$ cat config.mk
export PLATFORM = sky130hd
export DESIGN_NAME = vending_machine
export DESIGN_NICKNAME = d
export VERILOG_FILES = /design/src/rtl/vending_machine.sv
export SDC_FILE = /design/constraint.sdc
export NUM_CORES = 1
export LEC_CHECK = 0
export ABC_AREA = 1
export CAP_MARGIN = 20
export CORE_ASPECT_RATIO = 0.6
export CORE_MARGIN = 5
export CORE_UTILIZATION = 46
export CTS_CLUSTER_SIZE = 25
export DETAILED_ROUTE_END_ITERATION = 10
export PLACE_DENSITY = 0.74
export SYNTH_ARGS = -nofsm -noshare
export SYNTH_HDL_FRONTEND = slang
export SYNTH_SLANG_ARGS = --single-unit
$ cat constraint.sdc
create_clock -name clk -period 4.9 [get_ports clk]
set_clock_uncertainty 0.2 [all_clocks]
set_input_delay 1.47 -clock clk [delete_from_list [all_inputs] [get_ports clk]]
set_output_delay 1.47 -clock clk [all_outputs]
set_load 0.01 [all_outputs]
$ cat src/rtl/vending_machine.sv
// rtl/vending_machine.sv - single-transaction vending controller with per-item stock
//
// Evaluates one purchase request per req edge against the packed price table,
// the internal stock counters and the inserted money; dispenses with change or
// rejects with a full refund. All outputs are registered.
//
// Ports:
//   clk         in   1  clock, rising edge
//   rst_n       in   1  synchronous active-low reset
//   req         in   1  request strobe, sampled on each rising edge
//   code        in   2  item select 0..3
//   count       in   3  requested quantity 0..7
//   temp        in   8  packed price table, item k field temp[2k+1:2k], price = field + 1
//   money       in   4  inserted money 0..15
//   posibility  out  1  1 = last transaction accepted
//   remaining   out  4  change (accept) or refund (reject) of the last transaction
module vending_machine (
    input  logic       clk,
    input  logic       rst_n,
    input  logic       req,
    input  logic [1:0] code,
    input  logic [2:0] count,
    input  logic [7:0] temp,
    input  logic [3:0] money,
    output logic       posibility,
    output logic [3:0] remaining
);

    logic       posibility_q, posibility_d;
    logic [3:0] remaining_q, remaining_d;
    logic [2:0] stock_q [4];
    logic [2:0] stock_d [4];

    logic [1:0] price_field;
    logic [2:0] price;
    logic [4:0] cost;
    logic [2:0] cur_stock;
    logic       accept;

    always_comb begin
        price_field = temp[{code, 1'b0} +: 2];
        price       = {1'b0, price_field} + 3'd1;
        // 5-bit product: max 4 * 7 = 28, so no truncation
        cost        = {2'b00, price} * {2'b00, count};
        cur_stock   = stock_q[code];
        accept      = (count != 3'd0) && (count <= cur_stock) && ({1'b0, money} >= cost);

        posibility_d = posibility_q;
        remaining_d  = remaining_q;
        for (int i = 0; i < 4; i++) begin
            stock_d[i] = stock_q[i];
        end

        if (req) begin
            if (accept) begin
                posibility_d  = 1'b1;
                // cost <= money <= 15 here, so the low 4 bits carry the full value
                remaining_d   = money - cost[3:0];
                stock_d[code] = cur_stock - count;
            end else begin
                posibility_d = 1'b0;
                remaining_d  = money;
            end
        end
    end

    always_ff @(posedge clk) begin
        if (!rst_n) begin
            posibility_q <= 1'b0;
            remaining_q  <= 4'd0;
            for (int i = 0; i < 4; i++) begin
                stock_q[i] <= 3'd7;
            end
        end else begin
            posibility_q <= posibility_d;
            remaining_q  <= remaining_d;
            for (int i = 0; i < 4; i++) begin
                stock_q[i] <= stock_d[i];
            end
        end
    end

    assign posibility = posibility_q;
    assign remaining  = remaining_q;

endmodule

* Word level (Yosys, flattened, before mapping)
Memory sizes are Yosys's and may differ from the RTL's.
Cells that the tools add are included.
** Word-level totals
- Output and inout bits :: 5
- Bits in writable memories :: 12
- Flip-flop bits (word level) :: 5
- Memories :: 1
- Input bits :: 20
** Operators by class
- Bitwise logic cells :: 5
- Reductions and logical operators :: 4
- Muxes and demuxes :: 13
- Shift operators :: 1
- Multiply operators :: 1
- Order comparisons :: 4
- Add/subtract/negate cells :: 3
** Memory list
- stock_q :: depth 4, width 3, rd ports 5, clocked after Yosys merged registers in 0, wr ports 4, line 31 : logic [2:0] stock_q [4];
** Operators by type and width (number)
- 2-to-1 mux 12 bit :: 2
- 2-to-1 mux 3 bit :: 5
- bitwise mux 12 bit :: 1
- indexed part select 8 x 4 -> 2 bit :: 1
- demux 3 bit (select 2 bit) :: 1
- greater-or-equal comparator 4 x 5 -> 1 bit :: 1
- multiplier 3 x 3 -> 5 bit :: 1
- 2-to-1 mux 4 bit :: 1
- bitwise OR 1 bit :: 4
- subtractor 4 bit :: 1
- adder 2 x 1 -> 3 bit (second input constant) :: 1
- greater-or-equal comparator 3 bit (second input constant) :: 1
- <= comparator 3 bit :: 1
- logical AND 1 bit :: 3
- < comparator 3 x 1 -> 1 bit (second input constant) :: 1
- 2-to-1 mux 1 bit :: 3
- inverter 2 -> 3 bit :: 1
- nonzero test 3 bit :: 1
- subtractor 3 bit :: 1

* Longest topological paths before layout
- Depth after elaboration :: 9
- Depth in mapped cells :: 22
- Gate-level depth less buffers :: 22

* Worst setup path before layout
Ideal clock, no wire load.
- Path kind :: input to register
- Start :: in code[0]
- End :: mem stock_q[3][0]
- Required time :: 4.566 ns
- Data arrival time :: 4.645 ns
- Stages :: 20
- Slack :: -0.078 ns
- Path through :: nor2_1 > a22oi_1 > nand3_1 > ha_1 > nand2_1 > inv_1 > fa_1 > ha_1 > inv_1 > fa_1 > ha_1 > nand2_1 > nor2_1 > nor2_1 > nand2_4 > nand3_4 > nor2_8 > buf_6 > nand3_1 > nand3_1
** RTL lines
- start: declaration :: line 21 : input logic [1:0] code,
- end: declaration :: line 31

==> run_results.csv <==
group,metric,value,unit
run_status,status,"finished, final reports clean",
worst_hold_path,hold_depth,2,
critical_path,cp-end-kind,"register",
final_layout,fin_nets,270,
route,dr.first_iter.drc_count,172,
placed_design,dpl-instance-area,1695,sq um
synthesis,synth_common_cells,"nand2_1, nand3_1, inv_1, dfxtp_1, ha_1",
clock_network,path_clk_slew,0.07,ns
synthesis,yosys.area.top_type,"dfxtp_1",
synthesis,synthTopCellsByArea,"dfxtp_1, nand3_1, nand2_1",
floorplan,coreArea,2610,sq um
route,routed_wirelength,4150,um
clock_network,cts_buffer_depth,2,
route,drt-pass1-iter-count,6,
route,avgRoutedWirePerCell,15.60,um
final_layout,final_layout_size_suffix_gt1_share,30.77,%
worst_hold_path,holdPathEnd,"stock_q[1][2]$_SDFFE_PN1P_",
global_route,busiest_layer,"met2",
pwr,seq_power_share,27.3,%
route,via_count,1466,
pwr,peakVddDrop,161.8,uV
clock_network,clock_latency,0.26,ns
global_route,grt_util_met2,32.25,%
global_route,met3_usage,5.614,%
global_route,gr-total-overflow,0,
synthesis,synth_top_family_by_area,"simple AND/OR/NAND/NOR gates",
critical_path,arrival,4.79,ns
final_layout,antenna-diode-count,0,
synthesis,synth.ff_latch_count,17,
synthesis,syn_nets,222,
pwr,pwr-share-clk,19.2,%
placed_design,portBuffers,24,
critical_path,worstReg2RegStart,"stock_q[0][1]$_SDFFE_PN1P_",
clock_network,cts_made_buffers,3,
final_layout,fill_cells,169,
synthesis,synthXorXnorAreaFrac,1.347,%
sta,finalMaxSlewViolations,0,
floorplan,start_util,49.81,%
floorplan,die_area,4024,sq um
synthesis,synthMuxAreaShare,0,%
floorplan,die_w,78.63,um
critical_path,r2r_cells,11,
route,vias_per_cell,5.511,
clock_network,root_buffer,"clkbuf_8",
pwr,p_int,0.3492,mW
floorplan,ios,25,
synthesis,ys.flop_type,"dfxtp_1",
synthesis,synth_edf_count,0,
route,ant_nets,0,
floorplan,rows,14,
critical_path,start_kind,"primary input",
sta,fin_tns_setup,0,ns
global_route,grt_pass1_wl,6023,um
floorplan,die_h,51.18,um
critical_path,crit_required,4.89,ns
synthesis,synth_cells,187,
pwr,finalPower,0.5737,mW
synthesis,yosysMostFrequentCell,"nand2_1",
worst_hold_path,min_from,"stock_q[1][2]$_SDFFE_PN1P_",
synthesis,yosysUniqueCellTypes,24,
sta,fin_ws,0.1079,ns
placed_design,pre_cts_slack,-0.6042,ns
sta,whs,0.2652,ns
critical_path,r2r_slack,2.16,ns
worst_hold_path,min_path_type,"register to register",
critical_path,crit_fanout,8,
sta,fmax,208.7,MHz
synthesis,synth_top_area_share,26.18,%
synthesis,ys_seq_area_share,26.18,%
global_route,grt_usage,19.15,%
pwr,p_comb_share,53.5,%
global_route,grt_pass1_vias,1390,
run,cap_violations,0,
final_layout,area_growth,51.97,%
pwr,swShare,39.13,%
global_route,grt_max_degree,14,
pwr,net-switching-power,0.2245,mW
critical_path,worstSetupPathType,"primary input to register",
sta,hold_viol,0,
synthesis,synth_fa_ha_area_share,16.75,%
synthesis,postSynthAreaPerCell,6.952,sq um
route,drc,0,
clock_network,numClockSinks,17,
sta,maxSlewHeadroom,57.27,%
sta,tightest_slew,0.6365,ns
clock_network,cts_tree,"done",
sta,period_share,97.80,%
synthesis,ys_warn_count,0,
sta,fin_crit,4.792,ns
final_layout,post-route-cell-area,1976,sq um
synthesis,yosys.area_share.simple,38.21,%
placed_design,place_congestion,0.9111,
critical_path,rr_endpoint,"stock_q[2][0]$_SDFFE_PN1P_",
clock_network,htree_levels,1,
pwr,leakagePower,1.032,nW
global_route,antenna_found_initial,0,
synthesis,synth_compound_area_share,7.122,%
synthesis,async_reset_ff_share,0,%
clock_network,hold_buffers,0,
global_route,grt.met1_usage,23.62,%
synthesis,synth_area,1300,sq um
placed_design,place_hpwl,2747,um
sta,setup_viol,0,
pwr,p_per_area,290.4,nW/um^2
[stage by stage]
step / std cells / utilization (%)
detailed placement: 256 / 64.96
CTS: 265 / 70.04
global placement: 256 / 64.96
global route: 266 / 75.70
floorplan: 187 / -
finish: 266 / 75.70
[how the worst max path moves through the flow]
stage | cells past startpoint | to | start | slack, ns
2_1_floorplan | 21 | stock_q[3][0]$_SDFFE_PN1P_ | code[1] | 0.02
3_3_place_gp | 22 | stock_q[1][2]$_SDFFE_PN1P_ | code[0] | -0.48
3_5_place_dp | 23 | stock_q[2][2]$_SDFFE_PN1P_ | code[1] | -0.60
4_1_cts | 20 | stock_q[2][2]$_SDFFE_PN1P_ | temp[7] | 0.004
5_1_grt | 22 | stock_q[0][2]$_SDFFE_PN1P_ | code[0] | -0.03
6_report | 22 | stock_q[2][0]$_SDFFE_PN1P_ | code[0] | 0.11
[timing repair]
item	4_1_cts	5_1_grt
hold endpoints to repair	0	0
setup buffers	4	1
cloned	1	0
endpoints found under the setup margin	17	17
resized for setup	22	40
pin swaps	19	22
[cells in the final DEF (no fill, tap or decap), types with 8 or more instances in the layout]
cell / Yosys / layout
dfxtp_1: 17 / 17
nand3_2: 0 / 10
nand3_1: 40 / 28
nand2_1: 49 / 39
buf_4: 0 / 20
ha_1: 11 / 8
nand2_2: 1 / 8
inv_1: 29 / 26
clkdlybuf4s50_1: 0 / 14
[metal layers]
layer | routed length, um | vias up
met2 | 1924 | 77
met1 | 1776 | 660
li1 | - | 705
met5 | 0 | -
met4 | 156 | 0
met3 | 293 | 24
[worst max-delay path: stages]
cell       delay (ns)
clkbuf_4         0.14
nand2_2          0.08
inv_4            0.05
a22oi_2          0.16
nand2_2          0.09
ha_4             0.25
nand2_2          0.06
inv_2            0.04
fa_1             0.50
ha_2             0.17
inv_2            0.03
fa_1             0.48
ha_4             0.29
nand2_2          0.04
nor2_2           0.11
nor2_2           0.05
nand2_4          0.07
nand3_4          0.11
nor2_8           0.24
clkbuf_16        0.21
nand3_4          0.06
nand3_2          0.07
[kinds of logic after synthesis]
kind of cell             count (synthesis)
flip-flops                              17
AO/OA/AOI/OAI                           14
adder cells (fa/ha/maj)                 15
AND/OR/NAND/NOR                        105
buffers and inverters                   34
XOR/XNOR                                 2
[power by group through the flow]
stage	clock network [mW]	logic (mW)	registers, mW
6_report	0.110	0.307	0.157
3_3_place_gp	0	0.234	0.158
4_1_cts	0.107	0.268	0.156
2_1_floorplan	0	0.144	0.161
5_1_grt	0.117	0.339	0.158
3_5_place_dp	0	0.241	0.159
[registers in the layout, summed over array words and instances, names as in the netlist]
signal,cells
posibility,1
stock_q,12
remaining,4
[cell type report]
type | count | area [sq um] | share of cell area, %
Clock inverter | 1 | 5.005 | 0.2533
Clock buffer | 3 | 41.29 | 2.090
Timing Repair Buffer | 45 | 427.9 | 21.66
Sequential cell | 17 | 340.3 | 17.23
Inverter | 32 | 122.6 | 6.206
Multi-Input combinational cell | 136 | 998.5 | 50.54
Tap cell | 32 | 40.04 | 2.027
Note: power is estimated with default switching activity, not from simulation.
